File: src/rtl/alu_pkg.sv
// Shared opcodes, FSM states, flag indices and opcode canonicalisation for alu_seq.
// ALU_SEQ_MUL_EN enables opcode 8 as a multiply; otherwise it folds to ADD.
package alu_pkg;

  localparam logic [3:0] OP_ADD = 4'd0;
  localparam logic [3:0] OP_SUB = 4'd1;
  localparam logic [3:0] OP_AND = 4'd2;
  localparam logic [3:0] OP_OR  = 4'd3;
  localparam logic [3:0] OP_NOT = 4'd4;
  localparam logic [3:0] OP_XOR = 4'd5;
  localparam logic [3:0] OP_SHL = 4'd6;
  localparam logic [3:0] OP_SHR = 4'd7;
  localparam logic [3:0] OP_MUL = 4'd8;

  typedef enum logic [1:0] {
    ST_IDLE = 2'd0,
    ST_EXEC = 2'd1,
    ST_DONE = 2'd2
  } state_t;

  typedef enum logic [1:0] {
    IT_SHL = 2'd0,
    IT_SHR = 2'd1,
    IT_MUL = 2'd2
  } iter_mode_t;

  localparam int FLAG_Z = 0;
  localparam int FLAG_N = 1;
  localparam int FLAG_C = 2;
  localparam int FLAG_V = 3;

  // Reserved opcodes (and MUL when not built) are mapped to ADD at accept time.
  function automatic logic [3:0] canon_op(input logic [3:0] op);
    if (op > OP_MUL) return OP_ADD;
`ifndef ALU_SEQ_MUL_EN
    if (op == OP_MUL) return OP_ADD;
`endif
    return op;
  endfunction

  function automatic logic is_iter_op(input logic [3:0] op);
    return (op == OP_SHL) || (op == OP_SHR) || (op == OP_MUL);
  endfunction

endpackage

File: src/rtl/alu_iter_unit.sv
// Iterative datapath: one-bit-per-cycle shifts and (with ALU_SEQ_MUL_EN) a shift-add multiply.
// Outputs show the value after the current cycle's step so the caller can latch on done.
module alu_iter_unit
  import alu_pkg::*;
#(
  parameter int WIDTH = 8,
  parameter int SHW   = $clog2(WIDTH)
) (
  input  logic             clk,
  input  logic             rst_n,
  input  logic             start,
  input  logic             busy,
  input  iter_mode_t       mode,
  input  logic [WIDTH-1:0] a,
  input  logic [WIDTH-1:0] b,
  output logic [WIDTH-1:0] res,
  output logic             c,
  output logic             v,
  output logic             done
);

  localparam int CW = SHW + 1;

  iter_mode_t       mode_reg;
  logic [WIDTH-1:0] val_reg;
  logic [WIDTH-1:0] val_step;
  logic             carry_reg;
  logic             carry_step;
  logic [CW-1:0]    cnt_reg;

`ifdef ALU_SEQ_MUL_EN
  // val_reg holds the multiplier and fills with low product bits as it shifts right.
  logic [WIDTH-1:0] hi_reg;
  logic [WIDTH-1:0] hi_step;
  logic [WIDTH-1:0] mcand_reg;
  logic [WIDTH:0]   psum;
`else
  logic unused_b;
  assign unused_b = ^b[WIDTH-1:SHW];
`endif

  always_ff @(posedge clk or negedge rst_n) begin
    if (!rst_n) begin
      mode_reg  <= IT_SHL;
      val_reg   <= '0;
      carry_reg <= 1'b0;
      cnt_reg   <= '0;
`ifdef ALU_SEQ_MUL_EN
      hi_reg    <= '0;
      mcand_reg <= '0;
`endif
    end else if (start) begin
      mode_reg  <= mode;
      val_reg   <= a;
      carry_reg <= 1'b0;
      cnt_reg   <= (mode == IT_MUL) ? CW'(WIDTH) : CW'(b[SHW-1:0]);
`ifdef ALU_SEQ_MUL_EN
      hi_reg    <= '0;
      mcand_reg <= b;
`endif
    end else if (busy && (cnt_reg != '0)) begin
      val_reg   <= val_step;
      carry_reg <= carry_step;
      cnt_reg   <= cnt_reg - CW'(1);
`ifdef ALU_SEQ_MUL_EN
      hi_reg    <= hi_step;
`endif
    end
  end

  always_comb begin
    val_step   = val_reg;
    carry_step = carry_reg;
`ifdef ALU_SEQ_MUL_EN
    psum       = '0;
    hi_step    = hi_reg;
`endif
    if (cnt_reg != '0) begin
      case (mode_reg)
        IT_SHL: begin
          val_step   = {val_reg[WIDTH-2:0], 1'b0};
          carry_step = val_reg[WIDTH-1];
        end
        IT_SHR: begin
          val_step   = {1'b0, val_reg[WIDTH-1:1]};
          carry_step = val_reg[0];
        end
        default: begin
`ifdef ALU_SEQ_MUL_EN
          psum     = {1'b0, hi_reg} + (val_reg[0] ? {1'b0, mcand_reg} : '0);
          hi_step  = psum[WIDTH:1];
          val_step = {psum[0], val_reg[WIDTH-1:1]};
`endif
        end
      endcase
    end
  end

  assign res  = val_step;
  assign done = busy && (cnt_reg <= CW'(1));

`ifdef ALU_SEQ_MUL_EN
  assign c = (mode_reg == IT_MUL) ? (hi_step != '0) : carry_step;
  assign v = (mode_reg == IT_MUL) && (hi_step != '0);
`else
  assign c = carry_step;
  assign v = 1'b0;
`endif

endmodule

File: src/rtl/alu_seq.sv
// Registered handshake ALU with Z/N/C/V flags; shifts (and MUL when ALU_SEQ_MUL_EN
// is defined) run iteratively in alu_iter_unit, everything else takes one EXEC cycle.
module alu_seq
  import alu_pkg::*;
#(
  parameter int WIDTH = 8,
  parameter int SHW   = $clog2(WIDTH)
) (
  input  logic             clk,
  input  logic             rst_n,
  input  logic             in_valid,
  output logic             in_ready,
  input  logic [3:0]       op,
  input  logic [WIDTH-1:0] a,
  input  logic [WIDTH-1:0] b,
  output logic             out_valid,
  input  logic             out_ready,
  output logic [WIDTH-1:0] out,
  output logic             z,
  output logic             n,
  output logic             c,
  output logic             v
);

  state_t           state_reg;
  state_t           state_next;
  logic [3:0]       op_reg;
  logic [WIDTH-1:0] a_reg;
  logic [WIDTH-1:0] b_reg;
  logic [WIDTH-1:0] out_reg;
  logic [3:0]       flags_reg;

  logic [3:0]       op_in;
  logic             accept;
  logic             exec_done;
  logic             iter_busy;
  logic             iter_done;
  logic             iter_c;
  logic             iter_v;
  logic [WIDTH-1:0] iter_res;
  iter_mode_t       iter_mode;

  logic [WIDTH:0]   sum;
  logic [WIDTH:0]   diff;
  logic [WIDTH-1:0] res_next;
  logic             c_next;
  logic             v_next;

  assign op_in     = canon_op(op);
  assign accept    = (state_reg == ST_IDLE) && in_valid;
  assign iter_busy = (state_reg == ST_EXEC) && is_iter_op(op_reg);
  assign exec_done = is_iter_op(op_reg) ? iter_done : 1'b1;
  assign iter_mode = (op_in == OP_SHL) ? IT_SHL : (op_in == OP_SHR) ? IT_SHR : IT_MUL;

  alu_iter_unit #(
    .WIDTH (WIDTH),
    .SHW   (SHW)
  ) u_iter (
    .clk   (clk),
    .rst_n (rst_n),
    .start (accept && is_iter_op(op_in)),
    .busy  (iter_busy),
    .mode  (iter_mode),
    .a     (a),
    .b     (b),
    .res   (iter_res),
    .c     (iter_c),
    .v     (iter_v),
    .done  (iter_done)
  );

  always_ff @(posedge clk or negedge rst_n) begin
    if (!rst_n) begin
      state_reg <= ST_IDLE;
      op_reg    <= OP_ADD;
      a_reg     <= '0;
      b_reg     <= '0;
      out_reg   <= '0;
      flags_reg <= '0;
    end else begin
      state_reg <= state_next;
      if (accept) begin
        op_reg <= op_in;
        a_reg  <= a;
        b_reg  <= b;
      end
      if ((state_reg == ST_EXEC) && exec_done) begin
        out_reg           <= res_next;
        flags_reg[FLAG_Z] <= (res_next == '0);
        flags_reg[FLAG_N] <= res_next[WIDTH-1];
        flags_reg[FLAG_C] <= c_next;
        flags_reg[FLAG_V] <= v_next;
      end
    end
  end

  always_comb begin
    state_next = state_reg;
    case (state_reg)
      ST_IDLE: if (in_valid) state_next = ST_EXEC;
      ST_EXEC: if (exec_done) state_next = ST_DONE;
      ST_DONE: if (out_ready) state_next = ST_IDLE;
      default: state_next = ST_IDLE;
    endcase
  end

  assign sum  = {1'b0, a_reg} + {1'b0, b_reg};
  assign diff = {1'b0, a_reg} - {1'b0, b_reg};

  // diff[WIDTH] is the borrow out of the unsigned subtraction.
  always_comb begin
    res_next = sum[WIDTH-1:0];
    c_next   = sum[WIDTH];
    v_next   = (a_reg[WIDTH-1] == b_reg[WIDTH-1]) && (sum[WIDTH-1] != a_reg[WIDTH-1]);
    case (op_reg)
      OP_SUB: begin
        res_next = diff[WIDTH-1:0];
        c_next   = diff[WIDTH];
        v_next   = (a_reg[WIDTH-1] != b_reg[WIDTH-1]) && (diff[WIDTH-1] != a_reg[WIDTH-1]);
      end
      OP_AND: begin
        res_next = a_reg & b_reg;
        c_next   = 1'b0;
        v_next   = 1'b0;
      end
      OP_OR: begin
        res_next = a_reg | b_reg;
        c_next   = 1'b0;
        v_next   = 1'b0;
      end
      OP_NOT: begin
        res_next = ~a_reg;
        c_next   = 1'b0;
        v_next   = 1'b0;
      end
      OP_XOR: begin
        res_next = a_reg ^ b_reg;
        c_next   = 1'b0;
        v_next   = 1'b0;
      end
      OP_SHL, OP_SHR, OP_MUL: begin
        res_next = iter_res;
        c_next   = iter_c;
        v_next   = iter_v;
      end
      default: ;
    endcase
  end

  assign in_ready  = (state_reg == ST_IDLE);
  assign out_valid = (state_reg == ST_DONE);
  assign out       = out_reg;
  assign z         = flags_reg[FLAG_Z];
  assign n         = flags_reg[FLAG_N];
  assign c         = flags_reg[FLAG_C];
  assign v         = flags_reg[FLAG_V];

endmodule

File: config.mk
export PLATFORM = sky130hd
export DESIGN_NAME = alu_seq
export DESIGN_NICKNAME = d
export VERILOG_FILES = /design/src/rtl/alu_pkg.sv /design/src/rtl/alu_iter_unit.sv /design/src/rtl/alu_seq.sv
export SDC_FILE = /design/constraint.sdc
export NUM_CORES = 1
export LEC_CHECK = 0
export CAP_MARGIN = 20
export CORE_MARGIN = 2
export CORE_UTILIZATION = 62
export CTS_CLUSTER_DIAMETER = 120
export DETAILED_ROUTE_END_ITERATION = 8
export GPL_ROUTABILITY_DRIVEN = 0
export PLACE_DENSITY = 0.95
export SYNTH_ARGS = -nofsm -noshare
export SYNTH_HDL_FRONTEND = slang
export SYNTH_HIERARCHICAL = 1
export SYNTH_SLANG_ARGS = --single-unit
File: constraint.sdc
create_clock -name clk -period 6.9 [get_ports clk]
set_clock_uncertainty 0.05 [all_clocks]
set_input_delay 2.07 -clock clk [delete_from_list [all_inputs] [get_ports clk]]
set_output_delay 2.07 -clock clk [all_outputs]
set_load 0.03 [all_outputs]
==> impl_metrics.env, run 1 <==
export IMPL_outcome="finished, final reports clean"
export IMPL_async_reset_ff_share_pct=100
export IMPL_syn_inst=406
export IMPL_synthesis_area_um2=3680
export IMPL_final_cells=505
export IMPL_pwr_share_comb_pct=66.0
export IMPL_synth_edf_count=0
export IMPL_worst_pin_slew_ns=0.999
export IMPL_drive_gt1_share_pct=13.3
export IMPL_final_cell_mix="47 x dfrtp_1, 40 x nand2_1, 36 x clkdlybuf4s50_1, 31 x a21oi_1, 30 x inv_1"
export IMPL_root_buffer="clkbuf_8"
export IMPL_rows=28
export IMPL_vias_per_cell=6.57
export IMPL_critical_path_slowest_cell="dfrtp_1"
export IMPL_critPathLaunchType="flip-flop"
export IMPL_drtPass1Iterations=6
export IMPL_timing_hold_violations_final=0
export IMPL_power_switching_mw=1.12
export IMPL_synth_avg_cell_area_um2=9.05
export IMPL_dp_cells=495
export IMPL_cp_required_ns=7.05
export IMPL_synth_cell_types=75
export IMPL_clk_pin_slew_ns=0.09
export IMPL_fmax_ghz=0.247
export IMPL_period_needed_ns=4.04
export IMPL_drcViolationCount=0
export IMPL_cts_resized=0
export IMPL_intPower_mw=1.09
export IMPL_die_w_um=81
export IMPL_core_um2=5820
export IMPL_critPathArrivalTime_ns=4.20
export IMPL_max_stage_delay_ns=0.90
export IMPL_die_area_um2=6560
export IMPL_switching_share_pct=50.6
export IMPL_die_h_um=81
export IMPL_rsz0062_at_grt="false"
export IMPL_clock_path_buffers=2
export IMPL_crit_fanout=21
export IMPL_irDropWorstVdd_mv=0.258
export IMPL_cts_sinks=47
export IMPL_start_util_pct=63.2
export IMPL_pwr_share_clk_pct=7.6
export IMPL_total_leakage_power_nw=1.76
export IMPL_cts_tree="done"
export IMPL_max_cap_violations=0
export IMPL_setup_violations=0
export IMPL_finalMaxSlewViolations=0
export IMPL_first_iter_violations=604
export IMPL_fin_total_pwr_mw=2.21
export IMPL_ys_seq_elements=47
export IMPL_routed_wl_um=9580
export IMPL_seqPwrFrac_pct=26.4
export IMPL_yosysWarnings=6
export IMPL_first_global_vias=3169
export IMPL_grt_max_degree=48
export IMPL_numCtsBuffers=5
export IMPL_cp_buffers_inverters=0
export IMPL_min_period_over_period_pct=58.6
export IMPL_grt_use_total_pct=30.6
export IMPL_antenna_found_initial=0
export IMPL_crit_chain="nand2_2 > nor3b_1 > nor4b_1 > nor2_1 > or3b_1 > a2111oi_4 > nor3b_1 > nand3_1 > o41ai_2"
export IMPL_slew_headroom_pct=33.3
export IMPL_yosysSeqAreaShare_pct=32.0
export IMPL_hold_buffers=0
export IMPL_utilization_pct=70.3
export IMPL_syn_nets=459
export IMPL_htree_num_levels=2
export IMPL_worstSetupPathType="reg -> reg"
export IMPL_holdWs_ns=0.439
export IMPL_ant_nets=0
export IMPL_grt_pass1_wl_um=15400
export IMPL_cellPowerDensity_nw_per_um2=541
export IMPL_grt_ovfl_total=0
export IMPL_cp_top_family="simple AND/OR/NAND/NOR gates"
export IMPL_insertion_delay_ns=0.30
export IMPL_areaGrowthSynthToFinish_pct=11.2
export IMPL_nets=482
export IMPL_finalSetupTns_ns=0
export IMPL_dp_hpwl_um=6930
export IMPL_min_path_type="reg -> reg"
export IMPL_io_buffers=37
export IMPL_num_vias=3316
export IMPL_cp_end_kind="flip-flop"
export IMPL_final_common_cell="dfrtp_1"
export IMPL_ys_flop_type="dfrtp_1"
export IMPL_ios=38
export IMPL_avgRoutedWirePerCell_um=19.0
export IMPL_cts_setup_buffers=0
export IMPL_crit_top_cell="nor3b_1"
export IMPL_diodes=0
metrics by stage:
stage          cell area [µm²]  setup slack, ns
3_5_place_dp              3950             2.98
4_1_cts                   4040             2.97
3_3_place_gp              3950             3.10
5_1_grt                   4090             2.56
2_1_floorplan             3680             3.57
6_report                  4090             2.86
worst paths after layout:
check                        startpoint            to  slack (ns)  cells after the start
setup / recovery              op_reg[2]  flags_reg[0]        2.86                      9
hold / removal             flags_reg[0]  flags_reg[0]        0.44                      2
min in group asynchronous         rst_n      b_reg[3]        1.60                      1
setup reg to reg              op_reg[2]  flags_reg[0]        2.86                      9
max in group asynchronous         rst_n      a_reg[1]        4.71                      2
hold reg to reg            flags_reg[0]  flags_reg[0]        0.44                      2
metal layers:
layer | up-vias | routed length (µm) | GRT usage [%]
met5 | - | 0 | 0
met4 | 0 | 470 | 14.9
met3 | 51 | 833 | 6.00
li1 | 1491 | - | -
met1 | 1537 | 3730 | 38.0
met2 | 237 | 4540 | 51.1
final cells by class:
cell class | count | area, µm²
Clock buffer | 6 | 72.6
Multi-Input combinational cell | 303 | 2190
Inverter | 32 | 120
Fill cell | 445 | 1730
Sequential cell | 47 | 1180
Timing Repair Buffer | 40 | 420
Clock inverter | 2 | 12.5
Tap cell | 75 | 93.8
cells by family after synthesis:
logic type	count (synthesis)	synth area share, %
adder cells (fa/ha/maj)	29	10.3
AND/OR/NAND/NOR	117	16.2
buffers and inverters	56	8.41
other	1	0.102
AO/OA/AOI/OAI	126	24.1
multiplexers	26	7.96
XOR/XNOR	4	0.953
flip-flops	47	32.0
Yosys cell counts (3+ instances only):
master	count	area, µm²
o31ai_1	11	82.6
o221ai_1	3	26.3
o21ai_0	25	125
nand3b_1	3	22.5
a21o_1	3	22.5
dfrtp_1	47	1180
buf_2	3	15.0
clkbuf_1	8	30.0
nor2_1	23	86.3
a22o_1	3	26.3
and3_1	3	18.8
a31oi_1	4	25.0
mux2_2	21	236
a211oi_1	3	22.5
nor3_1	11	55.1
xnor2_1	3	26.3
buf_6	7	78.8
nand2_1	40	150
o211ai_1	3	22.5
inv_1	30	113
buf_4	4	30.0
nor3b_1	4	30.0
a21oi_1	31	155
ha_1	27	338
nand3_1	6	30.0
a211o_1	4	35.0
o21a_1	3	22.5
mux2i_1	3	30.0
o21ai_1	3	15.0
nand2b_1	6	37.5
a22oi_1	4	30.0
o21bai_1	3	22.5
worst register-to-register path, stage by stage, from the launching register on:
cell	delay, ns
dfrtp_1	0.90
nand2_2	0.12
nor3b_1	0.85
nor4b_1	0.36
nor2_1	0.12
or3b_1	0.65
a2111oi_4	0.33
nor3b_1	0.24
nand3_1	0.13
o41ai_2	0.20
power by group through the flow:
stage	Sequential (mW)	Combinational [mW]	Clock, mW
2_1_floorplan	0.557	1.09	0
3_3_place_gp	0.562	1.31	0
3_5_place_dp	0.579	1.38	0
4_1_cts	0.574	1.40	0.169
5_1_grt	0.598	1.56	0.178
6_report	0.584	1.46	0.168
No activity file was read; power rests on OpenSTA's default activity.
==> run 2, diff against run 1 <==
- CORE_UTILIZATION: 62 -> 58
- PLACE_DENSITY: 0.95 -> 0.9
- clock period: 6.9 -> 4.1 ns (I/O delays scaled with it)
==> run 2 against run 1 <==
Compared with the run above: design area grew 0.49%; utilization is 4.5 points lower; worst hold slack better by 0.0087 ns; non-clock buffer count grew 1; flip-flop and latch count stayed put; sequential share of layout area decreased by 0.14 points; critical endpoint unchanged; critical path depth is 1 higher; largest cell class unchanged; routed wire length fell by 4.5%; clock power is 110% higher; via count is 3.0% lower; fmax up 20%.
==> impl_metrics.env, run 2 (synthesis gave the netlist of run 1 again) <==
export IMPL_outcome="finished, final reports clean"
export IMPL_final_cell_mix="47 x dfrtp_1, 40 x nand2_1, 36 x clkdlybuf4s50_1, 31 x a21oi_1, 30 x inv_1"
export IMPL_num_fill_cells=512
export IMPL_insertion_delay_ns=0.31
export IMPL_antenna_found_initial=0
export IMPL_utilization_pct=65.8
export IMPL_slew_headroom_pct=40.4
export IMPL_max_cap_violations=0
export IMPL_worstSetupPathType="reg -> reg"
export IMPL_critPathLaunchType="flip-flop"
export IMPL_final_cells=508
export IMPL_ant_nets=0
export IMPL_top_usage_layer="met2"
export IMPL_rows=29
export IMPL_cp_top_family="simple AND/OR/NAND/NOR gates"
export IMPL_die_area_um2=6990
export IMPL_cp_depth=10
export IMPL_start_util_pct=58.9
export IMPL_drtPass1Iterations=5
export IMPL_cts_resized=0
export IMPL_crit_top_cell="nor3b_1"
export IMPL_holdWs_ns=0.448
export IMPL_r2r_end="flags_reg[0]"
export IMPL_nets=483
export IMPL_crit_fanout=21
export IMPL_cp_required_ns=4.26
export IMPL_timing_rr_start="op_reg[2]"
export IMPL_fin_total_pwr_mw=3.73
export IMPL_critical_path_slowest_cell="dfrtp_1"
export IMPL_period_needed_ns=3.37
export IMPL_min_to="out[3]"
export IMPL_cts_sinks=47
export IMPL_grt_use_total_pct=26.5
export IMPL_irDropWorstVdd_mv=0.421
export IMPL_die_h_um=83.6
export IMPL_dpl_worst_slack_ns=0.714
export IMPL_avgRoutedWirePerCell_um=18.0
export IMPL_rsz0062_at_grt="false"
export IMPL_areaGrowthSynthToFinish_pct=11.7
export IMPL_cts_tree="done"
export IMPL_max_stage_delay_ns=0.83
export IMPL_first_global_vias=3008
export IMPL_dp_hpwl_um=6610
export IMPL_ios=38
export IMPL_fmax_ghz=0.296
export IMPL_clk_pin_slew_ns=0.10
export IMPL_r2r_setup_slack_ns=0.73
export IMPL_r2r_cells=10
export IMPL_layout_setup_ws_ns=0.725
export IMPL_vias_per_cell=6.33
export IMPL_drive_gt1_share_pct=13.7
export IMPL_root_buffer="clkbuf_8"
export IMPL_min_period_over_period_pct=82.3
export IMPL_setup_violations=0
export IMPL_cellPowerDensity_nw_per_um2=907
export IMPL_finalMaxSlewViolations=0
export IMPL_finalSetupTns_ns=0
export IMPL_use_met3_pct=4.25
export IMPL_global_route_usage_met2_pct=41.5
export IMPL_crit_chain="nand2_2 > nor3b_1 > buf_4 > nor4b_1 > nor2_1 > or3b_1 > a2111oi_4 > nor3b_1 > nand3_1 > o41ai_2"
export IMPL_grt_max_degree=48
export IMPL_hold_buffers=0
export IMPL_diodes=0
export IMPL_die_w_um=83.6
export IMPL_num_vias=3218
export IMPL_total_leakage_power_nw=1.77
export IMPL_grt_ovfl_total=0
export IMPL_placed_cell_area_um2=3970
export IMPL_critPathArrivalTime_ns=3.53
export IMPL_min_path_type="reg -> reg"
export IMPL_cp_end_kind="flip-flop"
export IMPL_first_iter_violations=393
export IMPL_io_buffers=37
export IMPL_final_common_cell="dfrtp_1"
export IMPL_timing_hold_violations_final=0
export IMPL_whs_path_depth=2
export IMPL_clock_path_buffers=2
export IMPL_dp_cells=499
export IMPL_met1_usage_pct=35.7
export IMPL_cts_setup_buffers=0
export IMPL_cp_buffers_inverters=1
export IMPL_core_um2=6240
export IMPL_numCtsBuffers=5
export IMPL_worst_pin_slew_ns=0.895
export IMPL_drcViolationCount=0
export IMPL_routed_wl_um=9150
export IMPL_stdcell_area_um2=4110
export IMPL_worstHoldStart="out[3]"
export IMPL_grt_pass1_wl_um=14900
export IMPL_htree_num_levels=2
## run 2: cell count changes in the layout (fill, tap and decap cells not counted), sizes merged
cell    before  now
bufinv       0    1
clkinv       2    1
inv         31   32
clkbuf       6    5
buf          4    5
## run 2: layout make-up
cell class              instances  area (µm²)  area share (%)
multi-input cells             303        2190            53.4
flip-flops and latches         47        1180            28.6
repair buffers                 41         408            9.93
inverters                      32         120            2.93
well taps                      77        96.3            2.35
clock buffers                   5        68.8            1.68
clock inverters                 3        46.3            1.13
## run 2: layer usage
metal  wire length, µm  up-vias
met1              3790     1540
met2              4310      150
met3               694       36
met4               356        0
li1                  -     1492
met5                 0        -
## run 2: worst max-delay path by stage
stage,start,endpoint
after detailed placement,op[3],u_iter/val_reg[0]
after global placement,op[3],u_iter/val_reg[0]
final,op_reg[2],flags_reg[0]
after floorplan,op_reg[1],flags_reg[0]
after global routing,op_reg[2],flags_reg[0]
after CTS,op_reg[2],flags_reg[0]
## run 2: power by group
group | total (mW) | internal, mW | leakage, nW | switching (mW)
logic | 2.40 | 1.03 | 1.14 | 1.38
clock network | 0.354 | 0.184 | 0.0548 | 0.170
registers | 0.969 | 0.679 | 0.574 | 0.290
## run 2: worst min-delay path: stages (launching register included)
cell and delay, ns:
dfrtp_1 0.36, nand2_1 0.05, o21ai_0 0.06
==> patch (config.mk and constraints of run 1) <==
`WIDTH` is set to 8 in 2 places; all go to 4.
--- a/src/rtl/alu_iter_unit.sv
+++ b/src/rtl/alu_iter_unit.sv
@@ -3,7 +3,7 @@
 module alu_iter_unit
   import alu_pkg::*;
 #(
-  parameter int WIDTH = 8,
+  parameter int WIDTH = 4,
   parameter int SHW   = $clog2(WIDTH)
 ) (
   input  logic             clk,
--- a/src/rtl/alu_seq.sv
+++ b/src/rtl/alu_seq.sv
@@ -3,7 +3,7 @@
 module alu_seq
   import alu_pkg::*;
 #(
-  parameter int WIDTH = 8,
+  parameter int WIDTH = 4,
   parameter int SHW   = $clog2(WIDTH)
 ) (
   input  logic             clk,
Ports: changed (resized a, b and out); port bits go from 38 to 26. The function was not compared with the original's and may differ.
==> patch against run 1 <==
Routed wire length shrank 56%; clock power shrank 15%; first-iteration DRC count shrank 75%; total power shrank 44%; synthesized cell count shrank 44%; cell count shrank 42%; sequential cell count shrank 17; cell area shrank 40%; non-clock buffer count shrank 14; synthesized area shrank 42%; via count shrank 49%; worst setup slack lost 0.057 ns; largest cell class unchanged; largest power group unchanged; highest routed layer unchanged.
==> patch: results (changes against run 1) <==
[grt]
grtUsageMet2=0.421  ; was 0.511
grt_pass1_vias=1621  ; was 3169
grt_max_degree=31  ; was 48
grt_use_total=0.244  ; was 0.306

[power]
power.leakage_uw=0.00108  ; was 0.00176 uW

[critical_path]
crit_end=u_iter/val_reg[0]  ; was flags_reg[0]
cpMaxStageDelayCell=nor2_1  ; was dfrtp_1
r2r_cells=5  ; was 9
rrSetupSlack_ns=4.17  ; was 2.86 ns
crit_start=in_valid  ; was op_reg[2]

[layout]
final_layout_size_suffix_gt1_frac=0.127  ; was 0.133

[synthesis]
synth_xor_area_frac=0.0247  ; was 0.00953
synthAdderAreaFrac=0.107  ; was 0.103
yosysSeqAreaShare=0.353  ; was 0.320
synth_top_cells_by_area=dfrtp_1, ha_1, mux2_2  ; unchanged
muxShareOfSynthArea=0.113  ; was 0.0796

[clock_network]
cts-root-buf=clkbuf_4  ; was clkbuf_8
clk-insertion-delay-late_ns=0.33  ; was 0.30 ns

[route]
drt_first_pass_iters=4  ; was 6
met1_length_um=1790  ; was 3730 um
wl_met2_um=2160  ; was 4540 um
wl_met3_um=257  ; was 833 um
vias=1679  ; was 3316
dr.first_iter.drc_count=152  ; was 604

[hold_path]
whs_endpoint=state_reg[0]  ; was flags_reg[0]
holdPathStages=1  ; was 2

[timing]
slew_headroom=0.313  ; was 0.333
fin_crit_ns=4.10  ; was 4.04 ns

[run_status]
outcome=finished, final reports clean  ; unchanged

[place]
post-place-ws_ns=2.50  ; was 2.98 ns
hpwl_um=3140  ; was 6930 um

-- patch: worst max-delay path, delay by kind of cell --
family	cells	cell delay [ns]
AOI/OAI and AO/OA	1	0.36
and+or+nand+nor	3	1.35
buffers and inverters	1	0.48
-- patch: stage by stage --
stage	cells	hold slack [ns]	utilization	area, sq um
floorplan	226	0.399	-	2130
global placement	284	0.411	0.714	2360
detailed placement	284	0.422	0.714	2360
CTS	291	0.442	0.738	2440
global route	291	0.464	0.738	2440
finish	291	0.437	0.738	2440
-- patch: area by class of cell --
class | count | area (sq um)
clock buffers | 6 | 51.3
clock inverters | 1 | 30.0
fillers | 248 | 866
inverters | 17 | 63.8
multi-input cells | 165 | 1230
flip-flops and latches | 30 | 751
well taps | 46 | 57.6
repair buffers | 26 | 258
-- patch: power breakdown --
| part | leakage (uW) | switching [uW] | internal (uW) |
|---|---|---|---|
| Clock | 0.0000443 | 59.0 | 84.3 |
| Combinational | 0.000667 | 384 | 348 |
| Sequential | 0.000366 | 111 | 256 |
